File: config.mk
export PLATFORM = sky130hd
export DESIGN_NAME = multi_lane_dispatcher
export DESIGN_NICKNAME = d
export VERILOG_FILES = /design/src/rtl/multi_lane_dispatcher.sv
export SDC_FILE = /design/constraint.sdc
export NUM_CORES = 1
export LEC_CHECK = 0
export ABC_CLOCK_PERIOD_IN_PS = 3500
export CAP_MARGIN = 40
export CORE_UTILIZATION = 25
export DETAILED_ROUTE_END_ITERATION = 7
export GPL_ROUTABILITY_DRIVEN = 0
export PLACE_DENSITY = 0.46
export SETUP_SLACK_MARGIN = 0.1
export SLEW_MARGIN = 0
export SYNTH_ARGS = -nofsm -noshare
export SYNTH_HDL_FRONTEND = slang
export SYNTH_SLANG_ARGS = --single-unit
File: constraint.sdc
create_clock -name clk -period 3.5 [get_ports clk]
set_input_delay 0.7 -clock clk [delete_from_list [all_inputs] [get_ports clk]]
set_output_delay 0.7 -clock clk [all_outputs]
set_load 0.1 [all_outputs]
File: src/rtl/multi_lane_dispatcher.sv
// -----------------------------------------------------------------------------
// multi_lane_dispatcher
//   Buffers activation groups (GROUP_SIZE elements + a skip mask) and weights
//   in two small FIFOs. Each non-skipped element of the head group goes to one
//   of NUM_LANES output lanes, lowest index first. The group is emitted over as
//   many beats as it needs. The current weight is attached to every beat.
//   A weight is reused for num_reads_per_iter groups. The whole job covers
//   num_iters weights and then raises done_out.
//
// Ports
//   clk, rst             clock, asynchronous active-low reset
//   configure            load num_iters / num_reads_per_iter, start a job
//   act_data_in/valid    activation group write; skip mask in the top bits
//   act_avail_out        activation FIFO can accept a write
//   weight_data_in/valid weight write
//   weight_avail_out     weight FIFO can accept a write
//   data_out             NUM_LANES x {index, activation}
//   lane_valid_out       per-lane valid
//   weight_out           weight for the current beat
//   last_out             final beat of the current group
//   valid_out            a beat is performed this cycle
//   avail_in             downstream can accept a beat
//   done_out             configured work finished
// -----------------------------------------------------------------------------

// Small FIFO with a combinational head. "avail" is deasserted one entry early,
// so the effective capacity is DEPTH-1. A write is accepted only when avail
// is high.
module dispatcher_fifo #(
  parameter int WIDTH = 8,
  parameter int DEPTH = 4
) (
  input  logic             clk,
  input  logic             rst,
  input  logic             wr_valid,
  input  logic [WIDTH-1:0] wr_data,
  input  logic             rd_en,
  output logic [WIDTH-1:0] rd_data,
  output logic             empty,
  output logic             avail
);
  localparam int PTR_W = (DEPTH > 1) ? $clog2(DEPTH) : 1;

  logic [WIDTH-1:0] mem [DEPTH];
  logic [PTR_W-1:0] wr_ptr_reg, rd_ptr_reg;
  logic [PTR_W:0]   count_reg;
  logic             full, almost_full, wr_en, pop;

  assign full        = (count_reg == (PTR_W+1)'(DEPTH));
  assign almost_full = (count_reg == (PTR_W+1)'(DEPTH - 1));
  assign avail       = ~full & ~almost_full;
  assign empty       = (count_reg == '0);
  assign wr_en       = wr_valid & avail;
  assign pop         = rd_en & ~empty;
  assign rd_data     = mem[rd_ptr_reg];

  always_ff @(posedge clk) begin
    if (wr_en) mem[wr_ptr_reg] <= wr_data;
  end

  always_ff @(posedge clk or negedge rst) begin
    if (!rst) begin
      wr_ptr_reg <= '0;
      rd_ptr_reg <= '0;
      count_reg  <= '0;
    end else begin
      if (wr_en) wr_ptr_reg <= wr_ptr_reg + 1'b1;
      if (pop)   rd_ptr_reg <= rd_ptr_reg + 1'b1;
      case ({wr_en, pop})
        2'b10:   count_reg <= count_reg + 1'b1;
        2'b01:   count_reg <= count_reg - 1'b1;
        default: count_reg <= count_reg;
      endcase
    end
  end
endmodule

module multi_lane_dispatcher #(
  parameter int GROUP_SIZE             = 8,
  parameter int NUM_LANES              = 2,
  parameter int DATA_WIDTH             = 8,
  parameter int LOG_MAX_ITERS          = 16,
  parameter int LOG_MAX_READS_PER_ITER = 16,
  parameter int FIFO_DEPTH             = 4,
  localparam int IDX_WIDTH   = (GROUP_SIZE > 1) ? $clog2(GROUP_SIZE) : 1,
  localparam int INPUT_WIDTH = GROUP_SIZE*DATA_WIDTH + GROUP_SIZE,
  localparam int LANE_WIDTH  = DATA_WIDTH + IDX_WIDTH
) (
  input  logic                              clk,
  input  logic                              rst,
  input  logic                              configure,
  input  logic [LOG_MAX_ITERS-1:0]          num_iters,
  input  logic [LOG_MAX_READS_PER_ITER-1:0] num_reads_per_iter,
  input  logic [INPUT_WIDTH-1:0]            act_data_in,
  input  logic                              act_valid_in,
  output logic                              act_avail_out,
  input  logic [DATA_WIDTH-1:0]             weight_data_in,
  input  logic                              weight_valid_in,
  output logic                              weight_avail_out,
  output logic [NUM_LANES*LANE_WIDTH-1:0]   data_out,
  output logic [NUM_LANES-1:0]              lane_valid_out,
  output logic [DATA_WIDTH-1:0]             weight_out,
  output logic                              last_out,
  output logic                              valid_out,
  input  logic                              avail_in,
  output logic                              done_out
);
  logic [INPUT_WIDTH-1:0]            act_head;
  logic [DATA_WIDTH-1:0]             weight_head;
  logic                              act_empty, weight_empty;
  logic                              act_pop, weight_pop;

  logic                              enabled_reg, done_reg, mid_group_reg;
  logic [GROUP_SIZE-1:0]             pending_reg;
  logic [LOG_MAX_ITERS-1:0]          iters_reg;
  logic [LOG_MAX_READS_PER_ITER-1:0] reads_reg, reads_cfg_reg;

  logic                              fire, group_last, reads_at_one;
  logic [GROUP_SIZE-1:0]             skip_mask, candidates, remaining;
  logic [DATA_WIDTH-1:0]             elems [GROUP_SIZE];
  logic                              found;

  dispatcher_fifo #(.WIDTH(INPUT_WIDTH), .DEPTH(FIFO_DEPTH)) act_fifo (
    .clk(clk), .rst(rst), .wr_valid(act_valid_in), .wr_data(act_data_in),
    .rd_en(act_pop), .rd_data(act_head), .empty(act_empty), .avail(act_avail_out)
  );

  dispatcher_fifo #(.WIDTH(DATA_WIDTH), .DEPTH(FIFO_DEPTH)) weight_fifo (
    .clk(clk), .rst(rst), .wr_valid(weight_valid_in), .wr_data(weight_data_in),
    .rd_en(weight_pop), .rd_data(weight_head), .empty(weight_empty), .avail(weight_avail_out)
  );

  genvar gi;
  generate
    for (gi = 0; gi < GROUP_SIZE; gi++) begin : g_elem
      assign elems[gi] = act_head[gi*DATA_WIDTH +: DATA_WIDTH];
    end
  endgenerate

  assign skip_mask = act_head[INPUT_WIDTH-1 -: GROUP_SIZE];
  // The first beat of a group draws from the skip mask. Later beats draw from
  // what the previous beats left behind.
  assign candidates = mid_group_reg ? pending_reg : ~skip_mask;

  // A configure cycle never beats, even if a previous job is still enabled.
  assign fire = enabled_reg & ~configure & avail_in & ~act_empty & ~weight_empty;

  // Peel the lowest-indexed candidates off one lane at a time.
  always_comb begin
    remaining      = candidates;
    data_out       = '0;
    lane_valid_out = '0;
    found          = 1'b0;
    for (int k = 0; k < NUM_LANES; k++) begin
      found = 1'b0;
      for (int i = 0; i < GROUP_SIZE; i++) begin
        if (!found && remaining[i]) begin
          found             = 1'b1;
          remaining[i]      = 1'b0;
          lane_valid_out[k] = 1'b1;
          data_out[k*LANE_WIDTH +: LANE_WIDTH] = {IDX_WIDTH'(i), elems[i]};
        end
      end
    end
  end

  assign group_last   = (remaining == '0);
  assign reads_at_one = (reads_reg == LOG_MAX_READS_PER_ITER'(1));
  assign act_pop      = fire & group_last;
  assign weight_pop   = act_pop & reads_at_one;

  assign weight_out = weight_head;
  assign last_out   = group_last;
  assign valid_out  = fire;
  assign done_out   = done_reg;

  always_ff @(posedge clk or negedge rst) begin
    if (!rst) begin
      enabled_reg   <= 1'b0;
      done_reg      <= 1'b0;
      mid_group_reg <= 1'b0;
      pending_reg   <= '0;
      iters_reg     <= '0;
      reads_reg     <= '0;
      reads_cfg_reg <= '0;
    end else if (configure) begin
      iters_reg     <= num_iters;
      reads_reg     <= num_reads_per_iter;
      reads_cfg_reg <= num_reads_per_iter;
      pending_reg   <= '0;
      mid_group_reg <= 1'b0;
      // A zero-length job completes immediately.
      if (num_iters == '0 || num_reads_per_iter == '0) begin
        enabled_reg <= 1'b0;
        done_reg    <= 1'b1;
      end else begin
        enabled_reg <= 1'b1;
        done_reg    <= 1'b0;
      end
    end else if (fire) begin
      if (group_last) begin
        mid_group_reg <= 1'b0;
        pending_reg   <= '0;
        if (reads_at_one) begin
          reads_reg <= reads_cfg_reg;
          iters_reg <= iters_reg - 1'b1;
          if (iters_reg == LOG_MAX_ITERS'(1)) begin
            enabled_reg <= 1'b0;
            done_reg    <= 1'b1;
          end
        end else begin
          reads_reg <= reads_reg - 1'b1;
        end
      end else begin
        mid_group_reg <= 1'b1;
        pending_reg   <= remaining;
      end
    end
  end
endmodule

==> summary.md, run 1 <==
| Metric | Value |
|---|---|
| Outcome | complete, but fails checks |
| Failing checks | negative setup slack |
| Clk_lat worst skew | 0.60 ns |
| I/O pin count | 155 |
| Clock Sink Count | 391 |
| Final Setup Violations | 29 |
| Grt total ovfl | 0 |
| Root buffer cell | clkbuf_16 |
| Via density | 4.794 |
| Reg2reg start | act_fifo.rd_ptr_reg[0] |
| Max Freq | 235.0 MHz |
| Arrival @ worst endpoint | 3.55 ns |
| # Max-Cap Violations | 0 |
| Tightest Pin Transition | 0.8238 ns |
| Maximum clock insertion buffer count | 3 |
| Cell accounting for the most synthesized area | edfxtp_1 |
| Crit Path Class | reg -> out |
| Final worst setup slack | -0.7546 ns |
| Starting Density | 25.45% |
| CTS H-tree depth | 2 |
| Total number of vias | 10843 |
| Count of cell types in the netlist | 70 |
| Area Growth Syn to Fin | 38.11% |
| Port buffer count | 154 |
| CP Capture Type | primary output |
| Final Skew | 0.03113 ns |
| Max FO, Critical Path | 6 |
| WL final | 48620 µm |
| Reg2reg end | weight_fifo.count_reg[2] |
| Seq/Total Area, Yosys | 67.44% |
| Biggest register | act_fifo.mem |
| Die height | 261.9 µm |
| Post-synth ARST share | 18.16% |
| Relative slew margins | 45.08% |
| Fin nets | 1498 |
| CTS tree | done |
| Vias in the first global route | 11093 |
| YS warnings | 0 |
| Final Hold Viols | 0 |
| Worst setup SP type | flip-flop |
| Max reg flops | 288 |
| Initial antenna violation count | 5 |
| DIE AREA | 68580 µm² |
| CTS clk-pin slew, worst paths | 0.06 ns |
| Avg Synthesized Cell Area | 15.60 µm² |
| Critical Path RT | 2.80 ns |
| EDFF count, synth | 320 |
| Hold buffers post-CTS | 0 |
| Starting DRT DRC Count | 819 |
| DRC Markers | 0 |
| Core area | 66330 µm² |
| Die W | 261.9 µm |
| Final ANT Viol Nets | 0 |
| RSZ-0062 raised after global routing | true |
| #FFs+latches synth | 391 |
| Most frequent cells in the layout | 320 x edfxtp_1, 116 x clkdlybuf4s50_1, 96 x buf_4 |
| Fin. max-slew vios | 0 |
| Total track usage | 14.03% |
| First-pass GRT wire length | 71420 µm |
| Hold Path Class | in -> async |
| Dpl cells | 2145 |
| Share of cells above drive strength 1 | 32.36% |
| Main synth FF type | edfxtp_1 |
| R2r setup slk | -0.32 ns |
| Final Non-Filler Cells | 2262 |
| Filler cell count | 6373 |
| Floorplan row count | 94 |
| Biggest regs | act_fifo.mem x288, weight_fifo.mem x32 |
| Dpl hpwl | 32380 µm |
| TritonCTS Buffers | 44 |
| R2r worst-path depth | 21 |
| Final period util | 121.6% |
| Router iterations before antenna repair | 6 |
| Leading cell type in the layout, fill and taps excluded | edfxtp_1 |
| WL per Instance | 21.50 µm |
| Min cycle time layout | 4.255 ns |
| Mapped Area | 16880 µm² |
| Mapped Nets | 1216 |
| Area contributors post-synth | edfxtp_1 57%, dfrtp_1 11%, mux4_2 10% |
| Gate Count Post-Synth | 1082 |
| Fin util | 35.15% |
| Largest net degree at the start of global routing | 66 |
| Post-synth top area share | 56.91% |
## worst max path at each step
stage,startpoint,endpoint,slack [ns],depth (start not counted)
3_3_place_gp,act_fifo.rd_ptr_reg[0],data_out[15],-0.21,10
5_1_grt,act_fifo.rd_ptr_reg[0],data_out[20],-0.86,10
6_report,act_fifo.rd_ptr_reg[0],data_out[20],-0.75,10
4_1_cts,act_fifo.rd_ptr_reg[0],data_out[20],-0.82,10
3_5_place_dp,act_fifo.rd_ptr_reg[0],data_out[11],-0.27,10
2_1_floorplan,act_fifo.count_reg[0],act_fifo.mem[0][0],-0.26,4
## Yosys cell counts (4+ instances only)
cell / n
o211ai_1: 4
a222oi_1: 18
xor2_1: 4
xnor2_1: 13
nand2_1: 90
mux2i_1: 12
nor2b_1: 7
a221oi_1: 6
o21ai_0: 41
a31oi_1: 14
a22o_1: 9
nand4_1: 10
o21a_1: 4
buf_4: 4
buf_2: 9
clkbuf_1: 36
buf_1: 7
mux2_2: 8
nand3_1: 20
nor3_1: 17
dfrtp_1: 71
a221o_1: 9
a311oi_1: 4
a211oi_1: 6
o32ai_1: 4
o31ai_1: 14
nor2_1: 51
nand2b_1: 5
edfxtp_1: 320
and3_1: 12
a21oi_1: 18
and2_1: 6
ha_1: 14
inv_1: 44
or3_1: 7
o311ai_0: 7
mux4_2: 77
or4_1: 13
nor4_1: 17
o31a_1: 5
## final cells by class
cell class                 count  area (µm²)  share of cell area, %
timing repair buffer         294        3252                  13.95
clock inverter                27       325.3                  1.395
sequential                   391       11390                  48.86
antenna                        1       2.502                0.01073
clock buffer                  52        1151                  4.936
multi-input combinational    587        5933                  25.44
inverter                      46       180.2                 0.7727
tap                          864        1081                  4.636
## per-stage QoR
| step | hold WS [ns] | setup TNS [ns] | area [µm²] | setup slack [ns] |
|---|---|---|---|---|
| after floorplan | 0.4044 | -74.99 | 17260 | -0.2565 |
| after global placement | 0.4861 | -2.592 | 20790 | -0.2058 |
| after detailed placement | 0.4846 | -2.993 | 20820 | -0.2744 |
| after CTS | 0.1150 | -17.19 | 22570 | -0.8188 |
| after global routing | 0.1403 | -20.12 | 23320 | -0.8626 |
| final | 0.1124 | -15.63 | 23320 | -0.7546 |
## critical path: stages (launching register included)
cell	delay (ns)
dfrtp_4	0.46
mux4_2	0.56
and2_4	0.18
a31oi_4	0.27
xnor2_4	0.17
buf_6	0.12
a211oi_2	0.05
a41o_1	0.25
buf_12	0.15
or4_4	0.57
buf_12	0.19
## layer usage
layer / global-route usage, % / vias up / part of all wire (%)
met2: 22.74 / 319 / 48
met4: 3.618 / 10 / 2.1
met3: 3.212 / 82 / 6.1
met5: 0 / - / 0.12
li1: - / 4919 / -
met1: 18.87 / 5513 / 44
## cells by family (layout without fill, tap and decap cells)
group	after synthesis	in the layout	synth area share (%)
AO/OA/AOI/OAI	188	188	8.352
buffers and inverters	104	419	2.557
adder cells (fa/ha/maj)	19	19	1.453
multiplexers	98	98	11.67
flip-flops	391	391	67.44
other	0	1	0
XOR/XNOR	17	17	0.8819
AND/OR/NAND/NOR	265	265	7.648
## timing repair
action,CTS,global route
buffers inserted,13,20
hold endpoints to repair,0,0
pin swaps,19,37
setup endpoints to repair,29,59
gates resized for setup,34,103
gates cloned,2,4
Power of run 1 is not shown: default switching activity piles up to over one toggle a cycle in this logic, so the estimate is an artifact.
==> inputs of run 2 (changes only) <==
--- a/config.mk
+++ b/config.mk
@@ -5,6 +5,7 @@
 export SDC_FILE = /design/constraint.sdc
 export NUM_CORES = 1
 export LEC_CHECK = 0
+export ABC_AREA = 1
 export ABC_CLOCK_PERIOD_IN_PS = 3500
 export CAP_MARGIN = 40
 export CORE_UTILIZATION = 25
==> run 2 against run 1 <==
Against the previous run:
- the flow still finishes with violations (negative setup slack)
- global-route usage increased by 0.89 points
- flip-flop and latch count did not move
- synthesized cell count grew 48%
- wire length up 7.5%
- hold slack got worse by 0.0026 ns
- critical path depth up 5
- count of clock-buffer cells in the layout increased by 8
- design area shrank 1.8%
- core utilization decreased by 1.3 points
- critical endpoint is now data_out[19]
==> summary.md, run 2 <==
| Metric | Value |
|---|---|
| Dpl hpwl | 33060 µm (was 32380 µm) |
| Total number of vias | 12793 (was 10843) |
| Critical Path RT | 2.80 ns (about the same) |
| Area Growth Syn to Fin | 33.29% (was 38.11%) |
| Leading cell type in the layout, fill and taps excluded | nand2_1 (was edfxtp_1) |
| First-pass GRT wire length | 79140 µm (was 71420 µm) |
| Final Setup Violations | 22 (was 29) |
| Fin. max-slew vios | 0 (unchanged) |
| Placed cell area | 20420 µm² (was 20820 µm²) |
| WL per Instance | 19.09 µm (was 21.50 µm) |
| Root buffer cell | clkbuf_16 (unchanged) |
| Most common cell in the netlist | nand2_1 (was edfxtp_1) |
| Mapped Area | 17180 µm² (was 16880 µm²) |
| Final Skew | 0.01845 ns (was 0.03113 ns) |
| Gate Count Post-Synth | 1601 (was 1082) |
| Mapped Nets | 1735 (was 1216) |
| Max incr delay on CP | 0.55 ns (was 0.57 ns) |
| Grt total ovfl | 0 (unchanged) |
| Total track usage | 14.92% (was 14.03%) |
| Biggest register | act_fifo.mem (unchanged) |
| Max reg flops | 288 (unchanged) |
| Clk_lat worst skew | 0.58 ns (was 0.60 ns) |
| Area contributors post-synth | edfxtp_1 56%, dfrtp_1 10%, nand2_1 8.1% (was edfxtp_1 57%, dfrtp_1 11%, mux4_2 10%) |
| Max Freq | 266.4 MHz (was 235.0 MHz) |
| Final worst setup slack | -0.2542 ns (was -0.7546 ns) |
| Via density | 4.672 (was 4.794) |
| Core area | 67630 µm² (was 66330 µm²) |
| Share of cells above drive strength 1 | 17.99% (was 32.36%) |
| Final Hold Viols | 0 (unchanged) |
| Most used cell, CP | nor2_4 (was buf_12) |
| Post-synth ARST share | 18.16% (unchanged) |
| Die height | 264.1 µm (was 261.9 µm) |
| Hold Path Class | in -> async (unchanged) |
| Avg Synthesized Cell Area | 10.73 µm² (was 15.60 µm²) |
| Worst setup SP type | flip-flop (unchanged) |
| Biggest regs | act_fifo.mem x288, weight_fifo.mem x32 (unchanged) |
| #FFs+latches synth | 391 (unchanged) |
| RSZ-0062 raised after global routing | true (unchanged) |
| YS warnings | 0 (unchanged) |
| Port buffer count | 154 (unchanged) |
| Maximum clock insertion buffer count | 3 (unchanged) |
| Fin nets | 1961 (was 1498) |
| Die W | 264.1 µm (was 261.9 µm) |
| Failing checks | negative setup slack (unchanged) |
| CP Capture Type | primary output (unchanged) |
| Initial antenna violation count | 3 (was 5) |
| Count of cell types in the netlist | 48 (was 70) |
| Crit path cell chain | buf_6 -> nand2_2 -> nand3_2 -> nand3_4 -> nand2_8 -> nor2_8 -> nand4_4 -> nor2_4 -> nor2_4 -> inv_2 -> nor2_4 -> buf_6 -> inv_2 -> nand4_1 -> buf_12 (was mux4_2 -> and2_4 -> a31oi_4 -> xnor2_4 -> buf_6 -> a211oi_2 -> a41o_1 -> buf_12 -> or4_4 -> buf_12) |
| Crit Path Class | reg -> out (unchanged) |
| DRC Markers | 0 (unchanged) |
| Post-synth top area share | 55.94% (was 56.91%) |
| Relative slew margins | 44.68% (was 45.08%) |
| Largest net degree at the start of global routing | 74 (was 66) |
| Filler cell count | 6656 (was 6373) |
| Fin area | 22900 µm² (was 23320 µm²) |
| Main synth FF type | edfxtp_1 (unchanged) |
| Slowest cell on the critical path | dfrtp_4 (was or4_4) |
| Arrival @ worst endpoint | 3.05 ns (was 3.55 ns) |
| Synth cell count leaders | 372 x nand2_1, 320 x edfxtp_1, 182 x nor2_1 (was 320 x edfxtp_1, 90 x nand2_1, 77 x mux4_2) |
| Floorplan row count | 95 (was 94) |
| CTS H-tree depth | 2 (unchanged) |
| Starting DRT DRC Count | 959 (was 819) |
| Router iterations before antenna repair | 5 (was 6) |
| Tightest Pin Transition | 0.8267 ns (was 0.8238 ns) |
| Most frequent cells in the layout | 345 x nand2_1, 320 x edfxtp_1, 169 x nor2_1 (was 320 x edfxtp_1, 116 x clkdlybuf4s50_1, 96 x buf_4) |
| # Max-Cap Violations | 0 (unchanged) |
| Max FO, Critical Path | 7 (was 6) |
| EDFF count, synth | 320 (unchanged) |
| Final period util | 107.3% (was 121.6%) |
| DIE AREA | 69770 µm² (was 68580 µm²) |
| CTS tree | done (unchanged) |
| Seq/Total Area, Yosys | 66.28% (was 67.44%) |
| Cell accounting for the most synthesized area | edfxtp_1 (unchanged) |
| Starting Density | 25.40% (was 25.45%) |
| CTS clk-pin slew, worst paths | 0.05 ns (was 0.06 ns) |
| WL final | 52280 µm (was 48620 µm) |
| Clock Sink Count | 391 (unchanged) |
| Hold buffers post-CTS | 0 (unchanged) |
| Outcome | complete, but fails checks (unchanged) |
| Min cycle time layout | 3.754 ns (was 4.255 ns) |
| Final ANT Viol Nets | 0 (unchanged) |
| Vias in the first global route | 12560 (was 11093) |
| I/O pin count | 155 (unchanged) |
| TritonCTS Buffers | 45 (was 44) |
-- run 2: critical path: cells and delay by family, from the launching register on --
family                 cells  cell delay [ns]
flip-flops                 1             0.55
AND/OR/NAND/NOR           10             1.23
buffers and inverters      5             0.70
-- run 2: cell families after synthesis --
kind of cell / count (synthesis) / share of synthesized area (%)
AND/OR/NAND/NOR: 699 / 17.06
flip-flops: 391 / 66.28
AO/OA/AOI/OAI: 321 / 10.95
buffers and inverters: 157 / 3.583
XOR/XNOR: 17 / 0.8667
adder cells (fa/ha/maj): 16 / 1.253
-- run 2: through the flow --
stage,setup slack (ns),util [%],TNS (ns),std cells,hold WS (ns)
after detailed placement,0.04208,30.19,0,2619,0.4578
final,-0.2542,33.86,-3.747,2738,0.1097
after global routing,-0.3643,33.86,-7.207,2738,0.1504
after global placement,0.05455,30.17,0,2618,0.4533
after floorplan,-0.3624,-,-1.671,1601,0.4044
after CTS,-0.2509,33.52,-4.003,2730,0.1228
-- run 2: metal layers --
layer  GRT usage (%)  vias up  routed length [µm]
met5               0        -                   0
met4           3.865        0                 835
met3           2.647       51                2652
met2           24.47      277               25200
met1           20.25     6351               23590
li1                -     6114                   -
-- run 2: final timing paths --
path	cells after the start	from	endpoint	slack, ns
setup / recovery	15	act_fifo.rd_ptr_reg[0]	data_out[19]	-0.25
hold / removal	1	rst	iters_reg[6]	0.11
setup reg to reg	22	act_fifo.rd_ptr_reg[0]	weight_fifo.count_reg[2]	0.06
hold reg to reg	2	reads_cfg_reg[10]	reads_cfg_reg[10]	0.47
max in group asynchronous	2	rst	reads_cfg_reg[5]	2.64
min in group clk	2	reads_cfg_reg[10]	reads_cfg_reg[10]	0.47
-- run 2: layout make-up --
cell class	count	area (µm²)	area share [%]
sequential	391	11390	49.75
multi-input combinational	1053	5818	25.41
timing repair buffer	243	2691	11.75
clock buffer	60	1202	5.251
tap	873	1092	4.770
inverter	92	367.9	1.606
clock inverter	22	321.6	1.404
antenna	3	7.507	0.03279
timing repair inverter	1	6.256	0.02732
-- run 2: timing repair --
action,CTS,global route
setup endpoints to repair,24,28
gates resized for setup,107,44
buffers inserted,25,5
pin swaps,26,23
gates cloned,4,0
Power of run 2 is left out for the same reason.
==> inputs of run 3 (changes only) <==
--- a/config.mk
+++ b/config.mk
@@ -11,6 +11,7 @@
 export CORE_UTILIZATION = 25
 export DETAILED_ROUTE_END_ITERATION = 7
 export GPL_ROUTABILITY_DRIVEN = 0
+export MAX_ROUTING_LAYER = met4
 export PLACE_DENSITY = 0.46
 export SETUP_SLACK_MARGIN = 0.1
 export SLEW_MARGIN = 0
==> run 3 against run 2 <==
Against the previous run:
- the flow still finishes with violations (negative setup slack)
- count of clock-buffer cells in the layout stayed put
- global-route usage is 0.44 points higher
- hold slack worse by 0.0041 ns
- flip-flop and latch count stayed put
- first-iteration DRC count is 0.10% lower
- fmax is 0.76% higher
- non-clock buffer count stayed put
- sequential share of layout area hardly changed
- die area stayed put
- critical path depth stayed put
==> summary.md, run 3 (same netlist as run 2, synthesis figures left out) <==
| Metric | Value |
|---|---|
| CTS H-tree depth | 2 (unchanged) |
| # Max-Cap Violations | 0 (unchanged) |
| Final ANT Viol Nets | 0 (unchanged) |
| WL per Instance | 19.09 µm (about the same) |
| Dpl cells | 2619 (unchanged) |
| Port buffer count | 154 (unchanged) |
| Hold buffers post-CTS | 0 (unchanged) |
| CTS clk-pin slew, worst paths | 0.05 ns (about the same) |
| Final Setup Violations | 22 (unchanged) |
| Filler cell count | 6656 (unchanged) |
| Total track usage | 15.36% (was 14.92%) |
| Multi-input gate area | 5822 µm² (was 5818 µm²) |
| FF/Latch Area | 11390 µm² (unchanged) |
| Outcome | complete, but fails checks (unchanged) |
| RSZ-0062 raised after global routing | true (unchanged) |
| Total number of vias | 12814 (was 12793) |
| Starting Density | 25.40% (unchanged) |
| CP Capture Type | primary output (unchanged) |
| Core area | 67630 µm² (unchanged) |
| WL final | 52260 µm (was 52280 µm) |
| Dpl hpwl | 33060 µm (unchanged) |
| CTS tree | done (unchanged) |
| Final worst setup slack | -0.2257 ns (was -0.2542 ns) |
| Starting DRT DRC Count | 958 (was 959) |
| DIE AREA | 69770 µm² (unchanged) |
| Most frequent cells in the layout | 345 x nand2_1, 320 x edfxtp_1, 169 x nor2_1 (unchanged) |
| Floorplan row count | 95 (unchanged) |
| Area Growth Syn to Fin | 33.31% (was 33.29%) |
| Max FO, Critical Path | 8 (was 7) |
| Initial antenna violation count | 3 (unchanged) |
| Final Skew | 0.01680 ns (was 0.01845 ns) |
| Failing checks | negative setup slack (unchanged) |
| Worst setup SP type | flip-flop (unchanged) |
| Critical Path RT | 2.80 ns (about the same) |
| DRC Markers | 0 (unchanged) |
| Relative slew margins | 44.98% (was 44.68%) |
| Clock Sink Count | 391 (unchanged) |
| Via density | 4.680 (was 4.672) |
| Tightest Pin Transition | 0.8223 ns (was 0.8267 ns) |
| First-pass GRT wire length | 79070 µm (was 79140 µm) |
| Largest net degree at the start of global routing | 74 (unchanged) |
| Biggest register | act_fifo.mem (unchanged) |
| I/O pin count | 155 (unchanged) |
| Die W | 264.1 µm (unchanged) |
| Die height | 264.1 µm (unchanged) |
| Crit Path Class | reg -> out (unchanged) |
| Vias in the first global route | 12570 (was 12560) |
| Final period util | 106.4% (was 107.3%) |
| Clk_lat worst skew | 0.58 ns (about the same) |
| Final Non-Filler Cells | 2738 (unchanged) |
| Leading cell type in the layout, fill and taps excluded | nand2_1 (unchanged) |
| Router iterations before antenna repair | 5 (unchanged) |
| Hold Path Class | in -> async (unchanged) |
| Root buffer cell | clkbuf_16 (unchanged) |
| Fin nets | 1961 (unchanged) |
| TritonCTS Buffers | 45 (unchanged) |
| Min cycle time layout | 3.726 ns (was 3.754 ns) |
| Fin. max-slew vios | 0 (unchanged) |
| Grt total ovfl | 0 (unchanged) |
| Max reg flops | 288 (unchanged) |
| Arrival @ worst endpoint | 3.03 ns (was 3.05 ns) |
| Share of cells above drive strength 1 | 18.05% (was 17.99%) |
| Biggest regs | act_fifo.mem x288, weight_fifo.mem x32 (unchanged) |
| Maximum clock insertion buffer count | 3 (unchanged) |
| Final Hold Viols | 0 (unchanged) |
| Max Freq | 268.4 MHz (was 266.4 MHz) |
-- run 3: cell count changes in the layout (fill, tap and decap cells not counted) --
| cell | delta |
|---|---|
| o21ai_1 | -1 |
| o21ai_2 | +1 |
-- run 3: final timing paths --
kind                                              from                  endpoint  slack [ns]  cells after the start
worst max register to register  act_fifo.rd_ptr_reg[0]  weight_fifo.count_reg[2]        0.06                     22
min in group clk                     reads_cfg_reg[13]         reads_cfg_reg[13]        0.47                      2
max in group asynchronous                          rst  weight_fifo.count_reg[1]        2.67                      2
worst max-delay path            act_fifo.rd_ptr_reg[0]              data_out[16]       -0.23                     15
worst min register to register       reads_cfg_reg[13]         reads_cfg_reg[13]        0.47                      2
worst min-delay path                               rst              iters_reg[6]        0.11                      1
-- run 3: area by class of cell --
class	instances	share of cell area, %
flip-flops and latches	391	49.74
multi-input cells	1053	25.42
repair buffers	243	11.75
clock buffers	60	5.250
well taps	873	4.769
inverters	92	1.606
clock inverters	22	1.404
diodes	3	0.03278
repair inverters	1	0.02732
-- run 3: repair_timing --
item	4_1_cts	5_1_grt
cloned	4	0
setup buffers	25	5
gates resized for setup	107	45
pin swaps	26	23
endpoints found under the setup margin	24	28
hold endpoints to repair	0	0
-- run 3: routing by layer --
metal / GRT usage, % / vias to the layer above / wire length [µm]
li1: - / 6113 / -
met1: 20.24 / 6356 / 23510
met2: 24.50 / 288 / 25070
met3: 2.601 / 57 / 2691
met4: 3.865 / 0 / 998
met5: - / - / 0
-- run 3: critical path, stage by stage (launching register included) --
cell and delay, ns:
dfrtp_4 0.54, buf_6 0.16, nand2_2 0.06, nand3_2 0.08, nand3_4 0.12, nand2_8 0.09
nor2_8 0.20, nand4_4 0.15, nand2_4 0.13, inv_1 0.06, nand3_1 0.14, inv_4 0.10
nand2_1 0.09, o2111ai_2 0.17, buf_4 0.19, buf_12 0.16
-- run 3: stage by stage --
stage	instance area [µm²]	utilization [%]	hold WS, ns	TNS (ns)	setup slack [ns]
floorplan	17280	-	0.4044	-1.671	-0.3624
global placement	20400	30.17	0.4533	0	0.05455
detailed placement	20420	30.19	0.4578	0	0.04208
CTS	22670	33.52	0.1228	-4.003	-0.2509
global route	22900	33.86	0.1449	-7.296	-0.3707
finish	22900	33.86	0.1056	-3.614	-0.2257
Power of run 3 is left out for the same reason.
